**src/rtl/snd_bus_sequencer.sv**
```systemverilog
// snd_bus_sequencer: queues CPU sound-chip accesses and replays them as setup/strobe/hold bus cycles
module snd_bus_sequencer #(
  parameter int DEPTH       = 4,
  parameter int T_SETUP     = 2,
  parameter int T_YM_PULSE  = 8,
  parameter int T_SAA_PULSE = 12,
  parameter int T_HOLD      = 2
) (
  input  logic       clk32,
  input  logic       rst,
  input  logic       wr_stb,
  input  logic [1:0] wr_target,
  input  logic       wr_a0,
  input  logic [7:0] wr_data,
  input  logic       rd_req,
  input  logic [1:0] rd_target,
  input  logic       rd_a0,
  output logic [7:0] rd_data,
  output logic       rd_valid,
  output logic       wait_req,
  output logic       ovf,
  input  logic       ovf_clr,
  output logic       busy,
  output logic       bus_a0,
  output logic [7:0] bus_d,
  output logic       bus_d_oe,
  input  logic [7:0] bus_din,
  output logic       bus_n_wr,
  output logic       bus_n_rd,
  output logic       n_ym1_cs,
  output logic       n_ym2_cs,
  output logic       n_saa_cs
);
  localparam int CW = $clog2(DEPTH + 1);
  localparam int PW = $clog2(DEPTH);
  typedef enum logic [1:0] {IDLE, SETUP, STROBE, HOLD} state_t;
  state_t state_q, state_d;
  logic [10:0] mem_q [DEPTH];
  logic [10:0] head;
  logic [PW-1:0] wp_q, wp_d, rp_q, rp_d;
  logic [CW-1:0] fill_q, fill_d;
  logic [3:0] tmr_q, tmr_d;
  logic [1:0] tgt_q, tgt_d;
  logic a0_q, a0_d, rd_q, rd_d;
  logic [7:0] dat_q, dat_d, rdd_q, rdd_d, bd_q, bd_d;
  logic ovf_q, ovf_d, wait_q, wait_d, rdv_q, rdv_d, done_q, done_d;
  logic [2:0] ncs_q, ncs_d;
  logic nwr_q, nwr_d, nrd_q, nrd_d, oe_q, oe_d, ba0_q, ba0_d;
  logic push, pop, act;
  assign head = mem_q[rp_q];
  assign push = wr_stb && (fill_q < CW'(DEPTH));
  // state register plus all registered bus and status outputs
  always_ff @(posedge clk32) begin
    if (rst) begin
      state_q <= IDLE;
      wp_q    <= '0;
      rp_q    <= '0;
      fill_q  <= '0;
      tmr_q   <= '0;
      tgt_q   <= '0;
      a0_q    <= 1'b0;
      rd_q    <= 1'b0;
      dat_q   <= '0;
      rdd_q   <= 8'hFF;
      ovf_q   <= 1'b0;
      wait_q  <= 1'b0;
      rdv_q   <= 1'b0;
      done_q  <= 1'b0;
      ncs_q   <= 3'b111;
      nwr_q   <= 1'b1;
      nrd_q   <= 1'b1;
      oe_q    <= 1'b0;
      bd_q    <= '0;
      ba0_q   <= 1'b0;
    end else begin
      state_q <= state_d;
      wp_q    <= wp_d;
      rp_q    <= rp_d;
      fill_q  <= fill_d;
      tmr_q   <= tmr_d;
      tgt_q   <= tgt_d;
      a0_q    <= a0_d;
      rd_q    <= rd_d;
      dat_q   <= dat_d;
      rdd_q   <= rdd_d;
      ovf_q   <= ovf_d;
      wait_q  <= wait_d;
      rdv_q   <= rdv_d;
      done_q  <= done_d;
      ncs_q   <= ncs_d;
      nwr_q   <= nwr_d;
      nrd_q   <= nrd_d;
      oe_q    <= oe_d;
      bd_q    <= bd_d;
      ba0_q   <= ba0_d;
    end
  end
  // write FIFO storage; contents need no reset since pointers and fill are cleared
  always_ff @(posedge clk32) begin
    if (push) mem_q[wp_q] <= {wr_target, wr_a0, wr_data};
  end
  // next-state: writes have priority over reads, one shared down-counter times every phase
  always_comb begin
    state_d = state_q;
    tmr_d   = tmr_q - 4'd1;
    tgt_d   = tgt_q;
    a0_d    = a0_q;
    dat_d   = dat_q;
    rd_d    = rd_q;
    rdd_d   = rdd_q;
    rdv_d   = 1'b0;
    pop     = 1'b0;
    case (state_q)
      IDLE: begin
        tmr_d = 4'(T_SETUP - 1);
        if (fill_q != '0) begin
          pop = 1'b1;
          {tgt_d, a0_d, dat_d} = head;
          rd_d = 1'b0;
          if (head[10:9] != 2'd3) state_d = SETUP;
        end else if (rd_req && !done_q) begin
          if (rd_target[1]) begin
            rdv_d = 1'b1;
            rdd_d = 8'hFF;
          end else begin
            state_d = SETUP;
            tgt_d   = rd_target;
            a0_d    = rd_a0;
            rd_d    = 1'b1;
          end
        end
      end
      SETUP: if (tmr_q == 4'd0) begin
        state_d = STROBE;
        tmr_d   = 4'((tgt_q == 2'd2) ? T_SAA_PULSE - 1 : T_YM_PULSE - 1);
      end
      STROBE: if (tmr_q == 4'd0) begin
        state_d = HOLD;
        tmr_d   = 4'(T_HOLD - 1);
        rdd_d   = rd_q ? bus_din : rdd_q;
      end
      default: if (tmr_q == 4'd0) begin
        state_d = IDLE;
        rdv_d   = rd_q;
      end
    endcase
  end
  // FIFO bookkeeping, sticky overflow, read handshake and registered wait request
  always_comb begin
    wp_d   = push ? ((wp_q == PW'(DEPTH - 1)) ? '0 : wp_q + 1'b1) : wp_q;
    rp_d   = pop ? ((rp_q == PW'(DEPTH - 1)) ? '0 : rp_q + 1'b1) : rp_q;
    fill_d = fill_q + CW'(push) - CW'(pop);
    ovf_d  = (wr_stb && !push) || (ovf_q && !ovf_clr);
    done_d = rdv_d || (done_q && rd_req);
    wait_d = (fill_q >= CW'(DEPTH - 1)) || (rd_req && !done_q);
  end
  // bus outputs decoded from the next state so every pin comes straight from a flop
  always_comb begin
    act   = state_d != IDLE;
    ncs_d = {~(act && tgt_d == 2'd2), ~(act && tgt_d == 2'd1), ~(act && tgt_d == 2'd0)};
    nwr_d = ~(state_d == STROBE && !rd_d);
    nrd_d = ~(state_d == STROBE && rd_d);
    oe_d  = act && !rd_d;
    bd_d  = oe_d ? dat_d : bd_q;
    ba0_d = act ? a0_d : ba0_q;
  end
  assign rd_data  = rdd_q;
  assign rd_valid = rdv_q;
  assign wait_req = wait_q;
  assign ovf      = ovf_q;
  assign busy     = (fill_q != '0) || (state_q != IDLE);
  assign bus_a0   = ba0_q;
  assign bus_d    = bd_q;
  assign bus_d_oe = oe_q;
  assign bus_n_wr = nwr_q;
  assign bus_n_rd = nrd_q;
  assign n_ym1_cs = ncs_q[0];
  assign n_ym2_cs = ncs_q[1];
  assign n_saa_cs = ncs_q[2];
endmodule

```
**config.mk**
```make
export PLATFORM = sky130hd
export DESIGN_NAME = snd_bus_sequencer
export DESIGN_NICKNAME = d
export VERILOG_FILES = /design/src/rtl/snd_bus_sequencer.sv
export SDC_FILE = /design/constraint.sdc
export NUM_CORES = 1
export LEC_CHECK = 0
export ABC_CLOCK_PERIOD_IN_PS = 3000
export BUFFER_PORTS_ARGS = -buffer_cell sky130_fd_sc_hd__buf_2
export CORE_UTILIZATION = 51
export CTS_CLUSTER_DIAMETER = 200
export DETAILED_ROUTE_END_ITERATION = 6
export PLACE_DENSITY = 0.74
export SLEW_MARGIN = 20
export SYNTH_ARGS = -nofsm -noshare
export SYNTH_HDL_FRONTEND = slang
export SYNTH_SLANG_ARGS = --single-unit
```
**constraint.sdc**
```tcl
create_clock -name clk32 -period 3 [get_ports clk32]
set_clock_uncertainty 0.2 [all_clocks]
set_input_delay 0.15 -clock clk32 [delete_from_list [all_inputs] [get_ports clk32]]
set_output_delay 0.15 -clock clk32 [all_outputs]
set_load 0.01 [all_outputs]
```
# --- Yosys cells after proc, flatten, opt, wreduce, memory -nomap -nowiden ---
# Memories as Yosys holds them, arrays and structs flattened. A register that Yosys moved wholly into a read port is not among the register bits.
# Index checks and enable logic that the tools add are counted.
classes:
  bitwise_logic: 5
  muxes: 45
  n_addsub: 5
  n_reduce_logical: 28
  eq_ne: 14
  magnitude_cmp: 2
ops:
  columns: ["operator", "count"]
  rows:
  - ["$mux 8", 7]
  - ["$mux 2", 15]
  - ["$mux 1", 16]
  - ["$pmux 8 s2", 1]
  - ["$eq 2x2->1 const B", 6]
  - ["$mux 4", 3]
  - ["$ne 2x2->1 const B", 6]
  - ["$pmux 4 s3", 1]
  - ["$logic_and 1x1->1", 11]
  - ["$pmux 2 s3", 1]
  - ["$reduce_and 6->1", 1]
  - ["$reduce_bool 2->1", 3]
  - ["$not 1->1", 5]
  - ["$add 2x1->2 const B", 2]
  - ["$eq 2x1->1 const B", 2]
  - ["$logic_not 1->1", 4]
  - ["$logic_not 2->1", 2]
  - ["$logic_not 4->1", 1]
  - ["$logic_or 1x1->1", 4]
  - ["$sub 4x1->4 const B", 1]
  - ["$add 3x1->3", 1]
  - ["$ge 3x2->1 const B", 1]
  - ["$lt 3x3->1 const B", 1]
  - ["$reduce_bool 3->1", 1]
  - ["3 further kinds", 3]
word_totals:
  reg_bits: 52
  ramBits: 44
  input_bits: 27
  output_inout_bits: 27
  elab_cells: 120
  n_memories: 1
memory_table:
  columns: ["name", "depth", "word_bits", "rd", "rd_ports_with_merged_regs", "write_ports", "line_no", "source"]
  rows:
  - ["mem_q", 4, 11, 1, 1, 1, "38", "logic [10:0] mem_q [DEPTH];"]

# --- Longest topological paths before layout ---
# Gate-level depths: netlist of run 1.
logic_depth:
  word_depth: 8
  mapped_depth: 10
  depth_no_buf: 9

# --- Worst setup path before layout of run 1 ---
# OpenSTA, ideal clock, no wires.
synth_path:
  kind: "reg2reg"
  start: "register fill_q[1]"
  end: "register fill_q[2]"
  stages_incl_launch_ff: 10
  required_ns: 2.672
  t_arrival_ns: 1.999
  path_buffers: 0
  setup_time_ns: 0.128
  synth_period_minus_slack_ns: 2.327
  path_slack_ns: 0.673
  path_cell_list: "dfxtp_1 -> or3_4 -> nand2_2 -> inv_2 -> ha_1 -> inv_1 -> ha_1 -> fa_1 -> xnor2_1 -> nor2_1"
synth_via:
  elab_chain_cells: 4
  word_cells_on_any_way: 7
  cone_classes: "add/sub (2); order compare (1); mux (2); reduce/logical (2)"
synth_rtl:
  columns: ["element", "line_no", "source"]
  rows:
  - ["start: declaration", "41", "logic [CW-1:0] fill_q, fill_d;"]
  - ["start signal: assignment", "79", "fill_q <= fill_d;"]
  - ["$reduce_bool 3->1", "116", "if (fill_q != '0) begin"]
  - ["$mux 1", "116", null]
  - ["$mux 1", "113", "case (state_q)"]
  - ["via pop", "49", "logic push, pop, act;"]
  - ["$sub 3x1->3", "152", "fill_d = fill_q + CW'(push) - CW'(pop);"]
# The timed path passes the listed nets, and every way through them passes these cells.
# A chain may end at the register's enable or synchronous reset.

# --- Worst setup path after layout of run 1 ---
layout_path:
  start: "register state_q[0]"
  end: "register rdd_q[6] (netlist: rd_data[6])"
layout_via:
  elab_chain_cells: 3
  word_cells_on_any_way: 10
  cone_classes: "eq/ne (6); mux (1); reduce/logical (3)"
layout_rtl:
  columns: ["element", "line_no", "source"]
  rows:
  - ["start: declaration", "37", "state_t state_q, state_d;"]
  - ["start signal: assignment", "76", "state_q <= state_d;"]
  - ["$eq 2x2->1 / $logic_not 2->1 (equally long branches)", "113", null]
  - ["$ne 2x2->1 (no source line) / $reduce_bool 2->1 (equally long branches)", null, null]
  - ["$reduce_and 6->1 (no source line)", null, null]
  - ["end signal: assignment", "85", "rdd_q <= rdd_d;"]
  - ["end: declaration", "45", "logic [7:0] dat_q, dat_d, rdd_q, rdd_d, bd_q, bd_d;"]
# Parallel ways exist; a longest one is shown, timed or not.

==> flow_summary_export.csv, run 1 <==
group,metric,value,unit
outcome,status,"finished clean",
clock_network,cts_buffers,9,
job,drv_cap,0,
floorplan,rows,32,
power,p_leak,1.85,nW
power,p_int,2.69,mW
min_path,hold_class,"in2reg",
routing,drt_iter0_drc,119,
floorplan,die_width,90.9,um
synth,synth.avg_cell_area,12.8,um^2
power,switching_share,0.349,
clock_network,cts_tree,"built",
global_route,grt_pass1_vias,2512,
critical_path,rr_startpoint,"state_q[0]",
critical_path,critPathKind,"reg2reg",
placement,place_area,4350,um^2
power,seq_power_share,0.454,
synth,synth-seq-cells,98,
placement,dp_cells,460,
final_layout,drive_gt1_frac,0.231,
power,power_frac_comb,0.345,
clock_network,clkLatencyLatePin,0.36,ns
synth,yosysSeqAreaShare,0.596,
critical_path,cp_num_buf_inv,0,
final_layout,n_fill_cell,621,
global_route,antenna_found_initial,0,
placement,portBuffers,53,
routing,vias,2528,
critical_path,path_cells,"nand2b_1 > nor3_1 > a21oi_1 > nor2b_1 > o21bai_1",
routing,dr.pass1.iters,4,
global_route,grt-ovfl-total,0,
timing,rsz0062_at_grt,"false",
final_layout,layout_commonest_cell,"dfxtp_1",
final_layout,final_cell_mix,"dfxtp_1 (54), buf_2 (53), edfxtp_1 (44), nand2_1 (27), a21oi_1 (25)",
routing,highest_layer,"met4",
clock_network,cts_max_level,3,
critical_path,crit_family,"compound AO/OA/AOI/OAI gates",
clock_network,clockRootBuffer,"clkbuf_8",
power,power_density,865,nW/um^2
synth,synth_flop_cell,"dfxtp_1",
timing,tns,0,ns
critical_path,critPathLaunch,"state_q[0]",
power,clkPwrFrac,0.202,
final_layout,n_antenna_cell,0,
critical_path,worst-path-max-fanout,16,
routing,drc,0,
timing,setup_viol_count_final,0,
critical_path,end_kind,"flip-flop",
routing,wl_met2,3440,um
floorplan,boundaryPins,54,
clock_network,cts_resized,0,
floorplan,core_area,7690,um^2
synth,synth.distinct_cells,49,
critical_path,required,3.05,ns
synth,synthCells,316,
floorplan,initial_core_util,0.524,
floorplan,design.die.area,8260,um^2
timing,slew_headroom,0.348,
routing,routedWlPerCell,14.1,um
critical_path,cp_slowest_cell,"a21oi_1",
critical_path,start_kind,"flip-flop",
routing,via_per_inst,5.06,
placement,hpwl,4640,um
global_route,grt_usage,0.186,
final_layout,final_cell_count_no_fill,500,
synth,syn-num-nets,353,
final_layout,stdcell_area,4780,um^2
clock_network,clockBufferDepth,2,
power,total_switching_power,1.44,mW
timing,slew_violations,0,
clock_network,cts_hold_buf,24,
clock_network,clkTransAtPathRegs,0.10,ns
timing,worstMarginPinSlew,0.978,ns
timing,hold_viol_final,0,
critical_path,arrival,2.50,ns
final_layout,fin_util,0.622,
min_path,hp-start,"rd_a0",
routing,met3_wirelength,221,um
placement,gp_congestion,0.766,
synth,ys_async_sr_fraction,0,
final_layout,seq_area,2400,um^2
timing,post-route-min-period,2.46,ns
timing,clock.fmax,407,MHz
final_layout,multi_input_area,1490,um^2
clock_network,clock_sinks,98,
synth,yosys_warnings,0,
routing,m1WireLength,3280,um
routing,wl,7040,um
critical_path,max_stage_delay,0.76,ns
floorplan,die_h,90.9,um
timing,post-route-period-util,0.818,
final_layout,area_delta_synth_final,18.7,%
clock_network,post_cts_buffers,0,
global_route,grt_pass1_wl,12000,um
global_route,grt_start_max_net_pins,49,
routing,ant_nets,0,
final_layout,finalNetCount,430,
power,vdd_drop_max,0.000377,V
synth,synth-edff-count,44,
synth,netlist_area,4030,um^2
worst paths after layout:
| kind | end | slack, ns | cells past startpoint |
|---|---|---|---|
| hold / removal | a0_q | 0.07 | 3 |
| hold reg to reg | dat_q[5] | 0.27 | 2 |
| setup / recovery | rd_data[6] | 0.54 | 5 |
| setup reg to reg | rd_data[6] | 0.54 | 5 |
flip-flops by register name (all words and copies together), names as in the netlist, 2 cells and up, named ones only:
name     count
fill_q       3
tgt_q        2
rd_data      8
wp_q         2
state_q      2
rp_q         2
mem_q       44
ncs_q        3
tmr_q        4
dat_q        8
bus_d        8
worst register-to-register path: stages, from the launching register on:
cell and delay [ns]:
dfxtp_1 0.60, nand2b_1 0.40, nor3_1 0.09, a21oi_1 0.76, nor2b_1 0.22, o21bai_1 0.08
stage by stage:
stage               hold slack [ns]  setup slack, ns  power (mW)
finish                       0.0717            0.545        4.14
global route                 0.0937            0.322        4.41
CTS                          0.0633            0.599        4.17
detailed placement            0.166            0.623        3.32
global placement              0.162            0.657        3.28
floorplan                    0.0236            0.673        2.99
cell type report:
type,count,share of cell area
Sequential cell,98,0.502
Clock inverter,7,0.0149
Tap cell,102,0.0267
Timing Repair Buffer,79,0.109
Multi-Input combinational cell,193,0.312
Inverter,12,0.00941
Clock buffer,9,0.0259
synthesized netlist by cell type (7+ instances only):
| cell | count | area share |
|---|---|---|
| dfxtp_1 | 54 | 0.27 |
| ha_1 | 9 | 0.028 |
| nor2b_1 | 21 | 0.033 |
| nor3_1 | 13 | 0.016 |
| mux2_4 | 8 | 0.030 |
| inv_1 | 11 | 0.010 |
| a21oi_1 | 25 | 0.031 |
| o21bai_1 | 8 | 0.015 |
| nor2_1 | 17 | 0.016 |
| mux4_1 | 9 | 0.059 |
| o21ai_0 | 7 | 0.0087 |
| nand2_1 | 27 | 0.025 |
| edfxtp_1 | 44 | 0.33 |
layer usage:
layer | track usage | up-vias
met5 | 0 | -
met4 | 0.0754 | 0
met3 | 0.0354 | 11
met2 | 0.307 | 45
met1 | 0.242 | 1186
li1 | - | 1286
power groups by stage:
stage	clock network, mW	logic, mW	registers, mW
2_1_floorplan	0	1.12	1.86
3_3_place_gp	0	1.38	1.90
3_5_place_dp	0	1.41	1.91
4_1_cts	0.848	1.44	1.88
5_1_grt	0.905	1.59	1.91
6_report	0.834	1.43	1.88
logic make-up after synthesis:
kind of cell / synth area share
xor gates and xnor gates: 0.00869
AOI/OAI and AO/OA: 0.0730
adders and majority gates: 0.0354
buffers and inverters: 0.0332
DFF: 0.596
and+or+nand+nor: 0.147
muxes: 0.107
Note: power is estimated with default switching activity, not from simulation.
==> run 2: changes to the inputs <==
Settings changed: ABC_CLOCK_PERIOD_IN_PS 3000 to 2600.
Clock period 3 ns to 2.6 ns, I/O delays scaled along.
==> run 2 against run 1 <==
- worst setup slack worse by 0.29 ns
- sequential power increased by 14%
- clock-buffer cell count unchanged
- critical path depth increased by 3
- critical endpoint is now fill_q[1]
==> flow_summary_export.csv, run 2 (synthesis gave the netlist of run 1 again) <==
group,metric,value,unit
final_layout,layout_commonest_cell,"dfxtp_1",
floorplan,initial_core_util,0.524,
critical_path,required,2.65,ns
final_layout,final_cell_mix,"dfxtp_1 (54), buf_2 (53), edfxtp_1 (44), nand2_1 (27)",
routing,routedWlPerCell,14.1,um
clock_network,post_cts_buffers,0,
global_route,grt_usage,0.187,
power,total_switching_power,1.67,mW
routing,dr.pass1.iters,4,
final_layout,largest_reg_flops,44,
outcome,status,"finished clean",
timing,slew_headroom,0.597,
final_layout,n_fill_cell,589,
timing,hold_viol_final,0,
final_layout,stdcell_area,4830,um^2
timing,tns,0,ns
final_layout,multi_input_area,1500,um^2
placement,portBuffers,53,
placement,place_area,4390,um^2
timing,clock.fmax,426,MHz
timing,slew_violations,0,
floorplan,design.die.area,8260,um^2
power,p_leak,1.88,nW
timing,rsz0062_at_grt,"false",
min_path,hold_class,"in2reg",
critical_path,critPathLaunch,"fill_q[2]",
routing,wl,7130,um
final_layout,regMostFlops,"mem_q",
clock_network,clkTransAtPathRegs,0.10,ns
routing,via_per_inst,5.13,
clock_network,clkLatencyLatePin,0.36,ns
timing,setup_viol_count_final,0,
placement,dp_slack,0.252,ns
placement,gp_congestion,0.757,
floorplan,core_area,7690,um^2
critical_path,cp_slowest_cell,"fa_1",
power,switching_share,0.346,
critical_path,max_stage_delay,0.43,ns
global_route,antenna_found_initial,0,
final_layout,area_delta_synth_final,19.9,%
clock_network,cts_buffers,9,
routing,met3_wirelength,237,um
critical_path,start_kind,"flip-flop",
routing,highest_layer,"met4",
floorplan,boundaryPins,54,
critical_path,cpMostUsedCell,"ha_1",
critical_path,critPathKind,"reg2reg",
routing,ant_nets,0,
critical_path,worst-path-max-fanout,10,
clock_network,cts_max_level,3,
critical_path,end_kind,"flip-flop",
final_layout,seq_area,2400,um^2
routing,drc,0,
job,drv_cap,0,
clock_network,cts_tree,"built",
power,power_frac_comb,0.355,
final_layout,fin_util,0.628,
clock_network,clockRootBuffer,"clkbuf_8",
floorplan,die_width,90.9,um
timing,worstMarginPinSlew,0.605,ns
power,p_int,3.15,mW
final_layout,finalNetCount,435,
min_path,hp-start,"rst",
routing,vias,2589,
global_route,grt_pass1_vias,2538,
timing,post-route-period-util,0.902,
critical_path,path_cells,"or3_4 > nand2_2 > inv_2 > ha_1 > inv_1 > ha_1 > fa_1 > nor2b_1",
final_layout,n_antenna_cell,0,
critical_path,arrival,2.40,ns
global_route,grt-ovfl-total,0,
floorplan,rows,32,
timing,worst_slack,0.254,ns
global_route,grt_start_max_net_pins,34,
floorplan,die_h,90.9,um
power,power_density,999,nW/um^2
critical_path,rr_startpoint,"fill_q[2]",
clock_network,clockBufferDepth,2,
clock_network,clock_sinks,98,
routing,drt_iter0_drc,107,
power,seq_power_share,0.444,
power,clkPwrFrac,0.201,
placement,hpwl,4650,um
routing,wl_met2,3440,um
final_layout,drive_gt1_frac,0.243,
power,vdd_drop_max,0.000586,V
global_route,grt_pass1_wl,11900,um
routing,m1WireLength,3310,um
timing,post-route-min-period,2.35,ns
run 2: critical path: cells and delay by family, from the launching register on:
kind | cells | cell delay, ns
simple gates | 3 | 0.64
flops | 1 | 0.39
fa+ha+maj | 3 | 0.89
buf+inv | 2 | 0.12
run 2: what timing repair did:
action	CTS	global route
hold endpoints to repair	58	0
hold buffers	24	0
resized for setup	0	1
endpoints found under the setup margin	0	6
run 2: per-stage QoR:
| step | power (mW) | hold WS (ns) | std cells |
|---|---|---|---|
| 3_5_place_dp | 3.86 | 0.147 | 465 |
| 3_3_place_gp | 3.82 | 0.142 | 465 |
| 6_report | 4.82 | 0.0576 | 505 |
| 5_1_grt | 5.14 | 0.0908 | 505 |
| 2_1_floorplan | 3.45 | 0.00361 | 316 |
| 4_1_cts | 4.86 | 0.0453 | 505 |
run 2: path summary, 6_finish.rpt:
check                    to  slack, ns  depth (start not counted)
hold / removal     tmr_q[1]       0.06                          2
setup / recovery  fill_q[1]       0.25                          8
hold reg to reg    dat_q[5]       0.26                          2
setup reg to reg  fill_q[1]       0.25                          8
run 2: routing by layer:
layer,track usage,vias up
met5,0,-
met4,0.0860,0
met3,0.0471,13
met2,0.292,50
met1,0.247,1228
li1,-,1298
run 2: power groups by stage:
stage	logic, mW	clock network [mW]	registers [mW]
after CTS	1.72	0.996	2.14
after global placement	1.66	0	2.16
after floorplan	1.30	0	2.15
after global routing	1.90	1.05	2.18
final	1.71	0.970	2.14
after detailed placement	1.68	0	2.18
run 2: layout make-up:
type                            instances  share of cell area
Inverter                               12             0.00932
Clock buffer                            9              0.0256
Sequential cell                        98               0.497
Multi-Input combinational cell        193               0.310
Clock inverter                          7              0.0158
Tap cell                              102              0.0264
Timing Repair Buffer                   84               0.116
==> run 3: changes to the inputs <==
Settings changed: ABC_CLOCK_PERIOD_IN_PS 2600 to 1960, PLACE_DENSITY 0.74 to 0.77.
Clock period 2.6 ns to 1.96 ns, I/O delays scaled along.
==> run 3 against run 2 <==
- the run now ends with setup timing left
- combinational power is 74% higher
- sequential cell count did not move
- sequential power increased by 30%
- via count increased by 5.1%
- clock-buffer cell count did not move
- highest routed layer unchanged
==> flow_summary_export.csv, run 3 (synthesis gave the netlist of run 1 again) <==
group,metric,value,unit
timing,tns,-0.785,ns
global_route,grt-ovfl-total,0,
placement,portBuffers,53,
critical_path,required,2.06,ns
timing,setup_viol_count_final,14,
min_path,hold_class,"in2reg",
timing,post-route-min-period,2.15,ns
power,vdd_drop_max,0.000757,V
critical_path,reg2reg_depth,8,
timing,post-route-period-util,1.10,
job,drv_cap,0,
min_path,whs_path_depth,3,
final_layout,area_delta_synth_final,28.7,%
global_route,grt_start_max_net_pins,26,
timing,hold_viol_final,0,
timing,slew_headroom,0.661,
critical_path,cp_slowest_cell,"fa_2",
placement,hpwl,4990,um
floorplan,core_area,7690,um^2
critical_path,cpMostUsedCell,"ha_4",
global_route,grt_pass1_vias,2672,
final_layout,stdcell_area,5190,um^2
final_layout,regMostFlops,"mem_q",
timing,slew_violations,0,
critical_path,crit_family,"adder cells",
clock_network,clockRootBuffer,"clkbuf_8",
critical_path,critPathKind,"reg2reg",
min_path,hp-start,"rd_a0",
final_layout,layout_commonest_cell,"buf_2",
critical_path,path_cells,"or3_4 > nand2_4 > inv_6 > ha_4 > inv_2 > ha_4 > fa_2 > nor2b_4",
critical_path,rr_startpoint,"fill_q[0]",
routing,drt_iter0_drc,144,
placement,dp_slack,-0.232,ns
final_layout,largest_reg_flops,44,
final_layout,n_antenna_cell,0,
routing,routedWlPerCell,14.1,um
global_route,antenna_found_initial,0,
routing,via_per_inst,5.10,
final_layout,final_cell_count_no_fill,534,
final_layout,drive_gt1_frac,0.352,
timing,worst_slack,-0.187,ns
critical_path,arrival,2.25,ns
global_route,grt_usage,0.195,
global_route,grt_pass1_wl,12500,um
critical_path,cp_num_buf_inv,2,
critical_path,start_kind,"flip-flop",
clock_network,clock_sinks,98,
final_layout,final_cell_mix,"buf_2 (53), dfxtp_1 (49), edfxtp_1 (44), buf_4 (35), nand2_1 (27)",
critical_path,worst-path-stages,8,
critical_path,max_stage_delay,0.51,ns
power,p_leak,2.06,nW
floorplan,die_width,90.9,um
routing,drc,0,
clock_network,clkLatencyLatePin,0.36,ns
routing,dr.pass1.iters,5,
timing,rsz0062_at_grt,"true",
outcome,failed_checks,"setup timing",
floorplan,initial_core_util,0.524,
power,p_total,7.03,mW
floorplan,rows,32,
final_layout,finalNetCount,464,
placement,dp_cells,492,
timing,worstMarginPinSlew,0.508,ns
routing,vias,2721,
routing,wl,7520,um
power,power_density,1350,nW/um^2
floorplan,design.die.area,8260,um^2
clock_network,clkTransAtPathRegs,0.10,ns
timing,clock.fmax,466,MHz
floorplan,die_h,90.9,um
placement,gp_congestion,0.769,
critical_path,end_kind,"flip-flop",
clock_network,cts_max_level,3,
critical_path,worst-path-max-fanout,2,
critical_path,r2r_slack,-0.19,ns
clock_network,clockBufferDepth,2,
floorplan,boundaryPins,54,
final_layout,n_fill_cell,548,
routing,ant_nets,0,
clock_network,cts_buffers,9,
outcome,status,"finished with violations",
critical_path,critPathLaunch,"fill_q[0]",
placement,place_area,4640,um^2
clock_network,cts_tree,"built",
-- run 3: cell types whose count changed in the layout (fill, tap and decap cells not counted), moves of 3 or more --
cell     delta
dfxtp_2     +5
ha_4        +3
buf_4      +28
inv_1       -3
dfxtp_1     -5
ha_1        -3
-- run 3: cell type report --
| cell class | count | area, um^2 | share of cell area |
|---|---|---|---|
| Sequential cell | 98 | 2410 | 0.464 |
| Multi-Input combinational cell | 193 | 1630 | 0.314 |
| Timing Repair Buffer | 113 | 779 | 0.150 |
| Tap cell | 102 | 128 | 0.0246 |
| Clock buffer | 9 | 124 | 0.0239 |
| Clock inverter | 7 | 71.3 | 0.0137 |
| Inverter | 12 | 50.0 | 0.00965 |
-- run 3: worst reg2reg max path, cell delays in order, from the launching register on --
cell	delay, ns
dfxtp_2	0.33
or3_4	0.39
nand2_4	0.09
inv_6	0.03
ha_4	0.24
inv_2	0.04
ha_4	0.14
fa_2	0.51
nor2b_4	0.12
-- run 3: what timing repair did --
action                     4_1_cts  5_1_grt
pin swaps                        7        7
resized for setup               16        8
hold buffers                    24        0
hold endpoints to repair        60        0
setup endpoints to repair       21       26
setup buffers                    3        0
-- run 3: final timing paths --
path                    end
setup reg to reg  fill_q[1]
hold reg to reg    dat_q[2]
hold / removal         a0_q
setup / recovery  fill_q[1]
-- run 3: stage by stage --
stage | hold slack (ns) | util
6_report | 0.0298 | 0.675
2_1_floorplan | -0.0284 | -
5_1_grt | 0.0630 | 0.675
3_3_place_gp | 0.109 | 0.604
4_1_cts | 0.0126 | 0.670
3_5_place_dp | 0.115 | 0.604
-- run 3: metal layers --
layer	vias up	global-route usage	share of wire
li1	1350	-	-
met1	1292	0.255	0.46
met2	69	0.316	0.48
met3	10	0.0446	0.049
met4	0	0.0767	0.013
met5	-	0	0
-- run 3: report_power, final --
group	leakage [nW]	internal (mW)	switching [mW]	total (mW)
Combinational	1.11	1.52	1.45	2.97
Sequential	0.846	2.57	0.218	2.79
Clock	0.102	0.506	0.762	1.27
